## src/rtl/icache_ctrl.sv

```systemverilog
// Control FSM for a 2-way set-associative instruction cache: lookup, line fill, re-read.
// Optional saturating hit/miss counters are compiled in with ICACHE_PERF_CTR_EN.
module icache_ctrl #(
    parameter int CTR_W = 32
) (
    input  logic             clk,
    input  logic             rst,
    input  logic             i_cpu_read,
    output logic             o_cpu_resp,
    input  logic             i_hit0,
    input  logic             i_hit1,
    input  logic             i_lru_out,
    output logic             o_array_read,
    output logic [1:0]       o_way_load,
    output logic             o_lru_load,
    output logic             o_lru_in,
    output logic             o_way_sel,
    output logic             o_pmem_read,
    input  logic             i_pmem_resp
`ifdef ICACHE_PERF_CTR_EN
    ,
    output logic [CTR_W-1:0] o_hit_count,
    output logic [CTR_W-1:0] o_miss_count
`endif
);

    typedef enum logic [1:0] {
        IDLE   = 2'd0,
        CHECK  = 2'd1,
        FILL   = 2'd2,
        REREAD = 2'd3
    } state_t;

    state_t r_state;
    logic   r_victim;
    logic   w_hit;
    logic   w_hit_way;

    if (CTR_W < 1) begin : g_ctr_w_check
        $error("CTR_W must be at least 1");
    end

    assign w_hit     = i_hit0 | i_hit1;
    assign w_hit_way = ~i_hit0;  // way 0 wins when both ways report a hit

    // NOTE: every output gets a default before the case so no latch is inferred.
    always_comb begin
        o_cpu_resp   = 1'b0;
        o_array_read = 1'b0;
        o_way_load   = 2'b00;
        o_lru_load   = 1'b0;
        o_lru_in     = 1'b0;
        o_way_sel    = 1'b0;
        o_pmem_read  = 1'b0;
        if (!rst) begin
            unique case (r_state)
                IDLE:   o_array_read = i_cpu_read;
                CHECK: begin
                    if (w_hit) begin
                        o_cpu_resp = 1'b1;
                        o_way_sel  = w_hit_way;
                        o_lru_load = 1'b1;
                        o_lru_in   = ~w_hit_way;
                    end
                end
                FILL: begin
                    o_pmem_read = 1'b1;
                    if (i_pmem_resp) begin
                        o_way_load[r_victim] = 1'b1;
                        o_lru_load           = 1'b1;
                        o_lru_in             = ~r_victim;
                    end
                end
                REREAD: o_array_read = 1'b1;
                default: ;
            endcase
        end
    end

    // NOTE: state registers use non-blocking assignments so every flop samples pre-edge values.
    always_ff @(posedge clk or posedge rst) begin
        if (rst) begin
            r_state  <= IDLE;
            r_victim <= 1'b0;
        end else begin
            unique case (r_state)
                IDLE:   if (i_cpu_read) r_state <= CHECK;
                CHECK: begin
                    if (w_hit) begin
                        r_state <= IDLE;
                    end else begin
                        r_victim <= i_lru_out;
                        r_state  <= FILL;
                    end
                end
                FILL:   if (i_pmem_resp) r_state <= i_cpu_read ? REREAD : IDLE;
                REREAD: r_state <= CHECK;
                default: r_state <= IDLE;
            endcase
        end
    end

`ifdef ICACHE_PERF_CTR_EN
    localparam logic [CTR_W-1:0] CTR_MAX = '1;

    logic             r_refill;
    logic [CTR_W-1:0] r_hit_count;
    logic [CTR_W-1:0] r_miss_count;

    // The refill flag marks the re-check after a fill so it is not counted as a hit.
    always_ff @(posedge clk or posedge rst) begin
        if (rst) begin
            r_refill     <= 1'b0;
            r_hit_count  <= '0;
            r_miss_count <= '0;
        end else begin
            if (r_state == REREAD) begin
                r_refill <= 1'b1;
            end else if (r_state == CHECK) begin
                r_refill <= 1'b0;
            end
            if (r_state == CHECK && w_hit && !r_refill && r_hit_count != CTR_MAX) begin
                r_hit_count <= r_hit_count + CTR_W'(1);
            end
            if (r_state == CHECK && !w_hit && r_miss_count != CTR_MAX) begin
                r_miss_count <= r_miss_count + CTR_W'(1);
            end
        end
    end

    assign o_hit_count  = r_hit_count;
    assign o_miss_count = r_miss_count;
`endif

endmodule

```

## config.mk

```make
export PLATFORM = sky130hd
export DESIGN_NAME = icache_ctrl
export DESIGN_NICKNAME = d
export VERILOG_FILES = /design/src/rtl/icache_ctrl.sv
export SDC_FILE = /design/constraint.sdc
export NUM_CORES = 1
export LEC_CHECK = 0
export ABC_AREA = 1
export BUFFER_PORTS_ARGS = -buffer_cell sky130_fd_sc_hd__buf_2
export CORE_AREA = 3 3 40 42
export DETAILED_ROUTE_END_ITERATION = 10
export DIE_AREA = 0 0 43 45
export GPL_ROUTABILITY_DRIVEN = 0
export PLACE_DENSITY = 0.46
export RECOVER_POWER = 100
export SYNTH_ARGS = -nofsm -noshare
export SYNTH_HDL_FRONTEND = slang
export SYNTH_SLANG_ARGS = --single-unit
```

## constraint.sdc

```tcl
create_clock -name clk -period 1.3 [get_ports clk]
set_input_delay 0.13 -clock clk [delete_from_list [all_inputs] [get_ports clk]]
set_output_delay 0.13 -clock clk [all_outputs]
set_load 0.1 [all_outputs]
```

==> impl_summary.log <==
[metrics] root buffer cell: clkbuf_4
[metrics] proportion of synthesized flip-flops having asynchronous set or reset: 1.000
[metrics] Setup CP Type: flop to primary output
[metrics] clock sinks: 3
[metrics] largest fanout on the critical path: 3
[metrics] leakage power figure: 0.3586 nW
[metrics] initial core utilization: 0.2493
[metrics] layout net count: 89
[metrics] data arrival time of the critical path: 1.44 ns
[metrics] list of most frequent post-synthesis cells: nand2_1, inv_1, ha_1, nand3_1, nor2_1
[metrics] violations in the final reports: negative setup slack
[metrics] startpoint of the lowest-slack hold path: i_lru_out
[metrics] count of unique library cells instantiated by Yosys: 15
[metrics] average size of a mapped cell: 6.537 um^2
[metrics] clock buffers created by TritonCTS: 3
[metrics] final standard cell count with taps included and fillers excluded: 92
[metrics] iteration-0 DRC count of the detailed router: 2
[metrics] number of cells on the worst reg-to-reg path: 8
[metrics] type of element launching the critical path: flop
[metrics] number of placement rows: 13
[metrics] CP cell instances: inv_4 -> ha_4 -> nand2_2 -> buf_12 -> a21oi_4 -> buf_12
[metrics] fraction of layout instances using a drive strength above 1: 0.7013
[metrics] vias in the first global route: 408
[metrics] maximum vdd drop: 1.015 mV
[metrics] antenna diode instance count: 0
[metrics] fin crit period: 1.571 ns
[metrics] Synth Cell Area: 320.3 um^2
[metrics] Via Count: 405
[metrics] Final Hold Viols: 0
[metrics] number of design rule violations left after detail routing: 0
[metrics] Hold WS: 0.1547 ns
[metrics] number of buffers inserted by port buffering: 14
[metrics] worst slew margin relative to its limit: 0.8601
[metrics] placed instance count: 87
[metrics] synthesized instance count: 49
[metrics] Most common cell on crit path: buf_12
[metrics] routed wire length per instance: 9.978 um
[metrics] Hold Path Class: primary input to flop
[metrics] Die Height: 45 um
[metrics] endpoint type of the worst setup path: primary output
[metrics] width of the die: 43 um
[metrics] Pre-Repair DR Iteration Count: 2
[metrics] Yosys warning count: 0
[metrics] Fmax: 636.7 MHz
[metrics] share of Yosys cell area claimed by the top area cell type: 0.2344
[metrics] #FFs+latches synth: 3
[metrics] clock latency at the later pin of the worst-skew pair: 0.23 ns
[metrics] number of buffers between clock root and the deepest sink: 2
[metrics] buffering stage count on the worst path with inverters included: 3
[metrics] most instantiated library cell after synthesis: nand2_1
[metrics] antenna violation net count after detailed routing: 0
[metrics] launch instance of the worst register-to-register path: r_state[0]
[metrics] initial antenna violation count: 0
[metrics] library cell with the largest summed area after synthesis: dfrtp_1
[metrics] actual slew at the worst max-slew pin: 0.2098 ns
[metrics] global router's overall resource usage: 0.1101
[metrics] clock tree from TritonCTS: built
[metrics] leading cell types by total area after synthesis: dfrtp_1, ha_1, nand2_1, inv_1, nand3_1
[metrics] number of flops mapped to enable cells by yosys: 0
[metrics] I/O pin cnt: 15
[metrics] RSZ-0062 raised after global routing: yes
[metrics] worst path setup slack after routing: -0.2705 ns
[metrics] first-pass GRT wire length: 1.600 mm
[metrics] post-detailed-placement half-perimeter wirelength: 751.5 um
[metrics] capturing point of the worst reg2reg path: r_state[1]
[metrics] share of synthesized area occupied by flip-flops and latches: 0.2344
[metrics] Hold Path Stages: 3
[metrics] via count normalized by instance count: 4.402
[metrics] area added between synthesis and finish: 159.0%
[metrics] Final period util: 1.208
[metrics] net count after synthesis: 60
[metrics] Hold Path End: r_victim
[metrics] maximum number of pins on one net before global-route repair: 6
[metrics] Reg2Reg Setup Slack: 0.09 ns
[metrics] slowest CP cell: dfrtp_2
[metrics] flip-flop cell with the highest count after synthesis: dfrtp_1
[metrics] Power per Cell Area: 2043 nW/um^2
[metrics] Layout Skew: 0.004083 ns
[metrics] run status: complete, but fails checks
[metrics] total length of routed wires: 918 um
[metrics] maximum single-stage delay on the critical path: 0.44 ns
[metrics] Reg clk slew, reported paths: 0.04 ns
[metrics] CTS H-tree depth: 1
[metrics] full die area: 1935 um^2
[metrics] required time of the critical path: 1.17 ns
[metrics] Final Max Slew Viols: 0
[metrics] final setup violation count: 8
[metrics] total gr overflow: 0
[metrics] total core area: 1285 um^2
[metrics] max-cap violations: 0
[metrics] crit-path leading delay family: flip-flops
[stage by stage]
| stage | instance area [um^2] | setup TNS, ns | setup slack (ns) | util | power [mW] |
|---|---|---|---|---|---|
| after floorplan | 406.6 | -2.165 | -0.6619 | - | 0.8830 |
| after global placement | 708.2 | -0.4210 | -0.1001 | 0.5511 | 1.357 |
| after detailed placement | 708.2 | -0.5249 | -0.1232 | 0.5511 | 1.362 |
| after CTS | 815.8 | -2.060 | -0.2956 | 0.6349 | 1.697 |
| after global routing | 829.5 | -2.322 | -0.3196 | 0.6456 | 1.800 |
| final | 829.5 | -1.912 | -0.2705 | 0.6456 | 1.694 |
[sequential cells by signal, indices dropped and copies added, names as in the netlist]
register and count:
r_state 2, r_victim 1
[worst max path at each step]
stage                          start             to  slack (ns)  depth (start not counted)
final                     r_state[1]     o_cpu_resp       -0.27                          6
after CTS                 r_state[1]     o_cpu_resp       -0.30                          6
after floorplan           r_state[0]  o_way_load[1]       -0.66                          6
after global placement    r_state[1]     o_lru_load       -0.10                          7
after detailed placement  r_state[1]      o_way_sel       -0.12                          6
after global routing      r_state[1]     o_cpu_resp       -0.32                          6
[tightest hold or removal path, cell delays in order]
cell,delay [ns]
buf_2,0.08
nor2_1,0.03
a21oi_1,0.10
[cells in the final DEF (no fill, tap or decap)]
master / Yosys / layout
nand2_2: 1 / 4
clkbuf_1: 0 / 1
o21ai_2: 1 / 1
inv_1: 8 / 5
nand2_4: 1 / 2
buf_4: 0 / 3
a21oi_1: 3 / 1
inv_4: 0 / 2
nor2_4: 0 / 3
dlygate4sd3_1: 0 / 1
o21a_1: 1 / 1
nor3_4: 0 / 1
nand3_2: 0 / 2
nand3_4: 0 / 1
nor2_2: 2 / 1
buf_12: 0 / 10
ha_4: 0 / 4
a21oi_4: 0 / 2
dfrtp_1: 3 / 1
nand3_1: 4 / 1
clkinvlp_4: 0 / 2
dfrtp_2: 0 / 2
nand2_1: 13 / 9
buf_2: 0 / 6
inv_2: 2 / 1
a21o_1: 1 / 1
clkbuf_4: 0 / 3
buf_6: 0 / 4
nor2_1: 4 / 2
[layer usage]
layer,share of wire,vias up,track usage
met5,0,-,0
met3,0.070,0,0.05578
met2,0.55,14,0.2066
met4,0,0,0.01807
li1,-,206,-
met1,0.38,185,0.1114
[kinds of logic after synthesis]
kind of cell               synth area share
DFF                                  0.2344
AOI/OAI and AO/OA                    0.1211
and+or+nand+nor                      0.3711
buffers and inverters                0.1172
adders and majority gates            0.1563
[power by group]
group	switching (mW)	internal (mW)
registers	0.0528	0.140
clock network	0.0457	0.115
logic	0.726	0.615
[final cells by class]
class | count | area [um^2]
Multi-Input combinational cell | 36 | 349.1
Sequential cell | 3 | 77.57
Clock buffer | 4 | 26.28
Fill cell | 111 | 455.4
Timing Repair Buffer | 24 | 307.8
Inverter | 10 | 50.05
Tap cell | 15 | 18.77
[what timing repair did]
action / CTS / global route
hold buffers: 1 / 0
endpoints found under the setup margin: 8 / 9
resized for setup: 14 / 5
setup buffers: 0 / 0
pin swaps: 3 / 2
endpoints found under the hold margin: 3 / 0
(Power assumes the default switching activity.)
